### src/rtl/if_fetch_unit_pkg.sv
// rtl/if_fetch_unit_pkg.sv - shared bus widths, constants and fetch entry type
package if_fetch_unit_pkg;

    localparam int InstAddrWidth = 32;
    localparam int InstWidth     = 32;

    typedef logic [InstAddrWidth-1:0] inst_addr_t;
    typedef logic [InstWidth-1:0]     inst_t;

    localparam inst_t ZeroWord    = '0;
    localparam logic  ChipEnable  = 1'b1;
    localparam logic  ChipDisable = 1'b0;
    localparam logic  RstEnable   = 1'b1;

    localparam int FetchDepth     = 2;
    localparam int FetchDepthLog2 = 1;

    typedef struct packed {
        inst_addr_t pc;
        inst_t      inst;
    } fetch_entry_t;

endpackage

### src/rtl/if_fetch_unit_fifo.sv
// rtl/if_fetch_unit_fifo.sv - synchronous fetch buffer with flush and wrap-bit pointers
module fetch_fifo #(
    parameter int WIDTH = 64,
    parameter int DEPTH = 2,
    parameter int AW    = $clog2(DEPTH)
) (
    input  logic             clk,
    input  logic             rst,
    input  logic             flush,
    input  logic             push,
    input  logic             pop,
    input  logic [WIDTH-1:0] wdata,
    output logic [WIDTH-1:0] rdata,
    output logic             full,
    output logic             empty,
    output logic [AW:0]      count
);

    logic [WIDTH-1:0] mem [DEPTH];
    logic [AW:0]      wptr;
    logic [AW:0]      rptr;

    // Head is read combinationally, so a push into the slot being popped
    // (full + pop) never disturbs the word decode sees this cycle.
    assign rdata = mem[rptr[AW-1:0]];
    assign empty = (wptr == rptr);
    assign full  = (wptr[AW] != rptr[AW]) && (wptr[AW-1:0] == rptr[AW-1:0]);
    assign count = wptr - rptr;

    always_ff @(posedge clk) begin
        if (rst || flush) begin
            wptr <= '0;
            rptr <= '0;
        end else begin
            if (push) begin
                wptr <= wptr + 1'b1;
            end
            if (pop) begin
                rptr <= rptr + 1'b1;
            end
        end
    end

    always_ff @(posedge clk) begin
        if (push && !flush) begin
            mem[wptr[AW-1:0]] <= wdata;
        end
    end

endmodule

### src/rtl/if_fetch_unit.sv
// rtl/if_fetch_unit.sv - program counter, fetch FSM and decode-side buffer glue
module if_fetch_unit
    import if_fetch_unit_pkg::*;
#(
    parameter logic [31:0] RESET_PC    = 32'h0000_0000,
    parameter int          FETCH_DEPTH = FetchDepth
) (
    input  logic       clk,
    input  logic       rst,
    input  logic       branch_flag_i,
    input  inst_addr_t branch_target_addr_i,
    output logic       rom_ce_o,
    output inst_addr_t rom_addr_o,
    input  inst_t      rom_data_i,
    output logic       id_valid_o,
    input  logic       id_ready_i,
    output inst_addr_t id_pc_o,
    output inst_t      id_inst_o
);

    localparam int AW = $clog2(FETCH_DEPTH);

    localparam logic [0:0] S_RESET = 1'b0;
    localparam logic [0:0] S_RUN   = 1'b1;

    logic [0:0]   state;
    inst_addr_t   pc;
    logic         fetch;
    logic         pop;
    logic         fifo_full;
    logic         fifo_empty;
    logic [AW:0]  fifo_count;
    fetch_entry_t push_entry;
    fetch_entry_t head_entry;

    // A redirect hides the head so decode can never take a wrong-path word.
    assign id_valid_o = (fifo_count != '0) && !branch_flag_i;
    assign pop        = id_valid_o && id_ready_i;
    assign fetch      = (state == S_RUN) && !branch_flag_i && (!fifo_full || pop);

    assign rom_ce_o   = fetch ? ChipEnable : ChipDisable;
    assign rom_addr_o = pc;

    assign push_entry = '{pc: pc, inst: rom_data_i};
    assign id_pc_o    = fifo_empty ? ZeroWord : head_entry.pc;
    assign id_inst_o  = fifo_empty ? ZeroWord : head_entry.inst;

    always_ff @(posedge clk) begin
        if (rst == RstEnable) begin
            state <= S_RESET;
            pc    <= RESET_PC;
        end else begin
            state <= S_RUN;
            if (branch_flag_i) begin
                pc <= {branch_target_addr_i[31:2], 2'b00};
            end else if (fetch) begin
                pc <= pc + 32'd4;
            end
        end
    end

    fetch_fifo #(
        .WIDTH ($bits(fetch_entry_t)),
        .DEPTH (FETCH_DEPTH),
        .AW    (AW)
    ) u_fetch_fifo (
        .clk   (clk),
        .rst   (rst),
        .flush (branch_flag_i),
        .push  (fetch),
        .pop   (pop),
        .wdata (push_entry),
        .rdata (head_entry),
        .full  (fifo_full),
        .empty (fifo_empty),
        .count (fifo_count)
    );

endmodule
### config.mk
export PLATFORM = sky130hd
export DESIGN_NAME = if_fetch_unit
export DESIGN_NICKNAME = d
export VERILOG_FILES = /design/src/rtl/if_fetch_unit_pkg.sv /design/src/rtl/if_fetch_unit_fifo.sv /design/src/rtl/if_fetch_unit.sv
export SDC_FILE = /design/constraint.sdc
export NUM_CORES = 1
export LEC_CHECK = 0
export ABC_AREA = 1
export CORE_MARGIN = 2
export CORE_UTILIZATION = 54
export DETAILED_ROUTE_END_ITERATION = 12
export MAX_ROUTING_LAYER = met4
export PLACE_DENSITY = 0.86
export SETUP_SLACK_MARGIN = 0.05
export SLEW_MARGIN = 25
export SYNTH_ARGS = -nofsm -noshare
export SYNTH_HDL_FRONTEND = slang
export SYNTH_SLANG_ARGS = --single-unit
### constraint.sdc
create_clock -name clk -period 8.3 [get_ports clk]
set_input_delay 2.075 -clock clk [delete_from_list [all_inputs] [get_ports clk]]
set_output_delay 2.075 -clock clk [all_outputs]
set_load 0.02 [all_outputs]
==> flow_summary.ini <==
[status]
status = completed

[drt]
wl_um = 16900
drtIter0Drc = 595
vias = 5856
drc = 0
antenna_left = 0
via_per_inst = 5.21
wl_per_cell_um = 15.1
dr.pass1.iters = 5

[sta]
worst_slew_pin_slew_ns = 0.770
rsz0062_at_grt = no
timing.final.crit_share_pct = 80.8
timing.slew.headroom_pct = 48.6
slew_viol_final = 0
setup_tns_ns = 0
final-setup-viol-count = 0
skew_ns = 0.0133
hold_viol = 0
fin_crit_ns = 6.71
fmax_mhz = 149

[worst_setup_path]
criticalPathCategory = input pin to output pin
cp_max_fo = 24
endpoint_kind = output pin
cp.arrival_ns = 4.63
worstSetupStartpointType = input pin
required_ns = 6.23

[clocking]
cts_root_buf = clkbuf_16
insertion_delay_ns = 0.43
tritoncts = done
cts.htree.levels = 4
numCtsBuffers = 17
ctsLongestPathBuffers = 2
cts_hold_buf = 0
clk_pin_slew_worst_paths_ns = 0.06
cts_sinks = 160
postCtsSetupBuffers = 0
post_cts_resized = 0

[floorplanning]
die_h_um = 119
fp.dieW_um = 119
core_area_mm2 = 0.0131
io_pins = 166
die-area_mm2 = 0.0143
start_util_pct = 54.8
rows = 42

[placement]
dpl.hpwl_um = 10700
place_inst = 1091
io_buffers = 159
globalplace.congestion = 0.941

[synth]
syn-cell-area_mm2 = 0.00719
yosysUniqueCellTypes = 32
yosysSeqAreaShare_pct = 61.8
synth_seq_cells = 160
synth_warnings = 0
synth_cells = 785
avgSynthCellArea_um2 = 9.16

[grt]
grt_pass1_wl_um = 26300
grt_usage_pct = 24.4
overflow = 0
antenna_found_initial = 0
grt_max_degree = 63
grt_pass1_vias = 5297

[pwr]
p_leak_nw = 3.63
ir_drop_v = 0.000116
power_density_mw_per_mm2 = 197

[final_layout]
n_antenna_cell = 0
area.growth.synth_to_final_pct = 32.1
drive_gt1_share_pct = 6.76
fin_cells = 1123
layout.nets = 1003
fill_cells = 943

[hold_path]
hp-class = flop to flop

[job]
drv_cap = 0
-- synthesized netlist by cell type (all sizes together) --
cell       n  area, µm²
buf       13       83.8
nor3       2       10.0
or2        1       6.26
ha         1       12.5
nor2      55        270
conb       1       3.75
inv       63        236
o21ai     10       50.1
nand2    297       1140
nand3     63        320
clkbuf    24       90.1
nor3b      1       7.51
a21oi     78        394
nand4      5       31.3
xor2       4       35.0
o21a       2       15.0
nand3b     3       22.5
edfxtp   124       3720
o2111ai    1       8.76
o211ai     1       7.51
dfxtp     36        721
-- critical path, stage by stage --
cell             delay, ns
clkdlybuf4s50_1       0.64
o211ai_1              0.31
nand2_2               0.40
inv_2                 0.50
clkdlybuf4s50_1       0.70
-- metal layers --
metal  share of wire [%]  GRT usage, %  wire, µm
met1                  43          31.7      7350
met2                  48          38.9      8220
met3                 6.2          3.98      1050
met4                 2.0          9.49       338
met5                   0             -         0
-- final cells by class --
class	instances	area [µm²]	share of cell area, %
Sequential cell	160	4450	46.8
Multi-Input combinational cell	528	2370	25.0
Timing Repair Buffer	164	1630	17.1
Clock buffer	17	425	4.48
Inverter	63	239	2.51
Tap cell	176	220	2.32
Clock inverter	15	173	1.82
-- registers in the layout, indices dropped and copies added (netlist names), named ones only --
register	count
rom_addr_o	30
u_fetch_fifo.rptr	2
u_fetch_fifo.mem	124
state	1
u_fetch_fifo.wptr	2
-- power breakdown --
group	total (W)	switching, W	internal, W
Clock	0.000789	0.000335	0.000454
Combinational	0.000166	0.0000897	0.0000764
Sequential	0.000918	0.0000254	0.000893
-- cells by family after synthesis --
family,after synthesis,synth area share [%]
adder cells (fa/ha/maj),1,0.174
XOR/XNOR,4,0.487
AND/OR/NAND/NOR,427,25.2
other,1,0.0521
flip-flops,160,61.8
buffers and inverters,100,5.70
AO/OA/AOI/OAI,92,6.61
-- stage by stage --
stage	setup slack, ns	utilization, %	power, W	area (µm²)	hold slack (ns)
final	1.59	72.4	0.00187	9510	0.505
after global routing	1.49	72.4	0.00192	9510	0.521
after CTS	1.61	72.4	0.00187	9510	0.505
after detailed placement	1.63	67.8	0.00110	8910	0.495
after global placement	1.65	67.8	0.00110	8900	0.471
after floorplan	2.51	-	0.00101	7210	0.454
-- path summary, 6_finish.rpt --
kind,cells past startpoint,start,endpoint,slack (ns)
setup / recovery,5,branch_flag_i,rom_ce_o,1.59
hold / removal,2,u_fetch_fifo.wptr[1],u_fetch_fifo.wptr[1],0.51
setup reg to reg,7,u_fetch_fifo.wptr[0],u_fetch_fifo.mem[0][17],5.46
hold reg to reg,2,u_fetch_fifo.wptr[1],u_fetch_fifo.wptr[1],0.51
-- cell usage in the layout, fill, tap and decap left out, types with 2 or more instances in the layout --
cell type,count
inv_6,7
xor2_1,4
conb_1,4
nand2_4,2
buf_4,5
bufinv_16,2
inv_1,60
nor2_4,7
nor3_1,2
o21a_1,2
o21ai_0,8
dfxtp_1,35
nand4_1,5
a21oi_1,77
inv_8,2
nor2_2,4
clkbuf_16,17
inv_2,2
clkdlybuf4s50_1,159
nand3b_1,3
nand3_1,62
nand2_1,289
o21ai_1,2
nor2_1,43
nand2_2,6
edfxtp_1,124
clkinvlp_4,2
(Power assumes the default switching activity.)
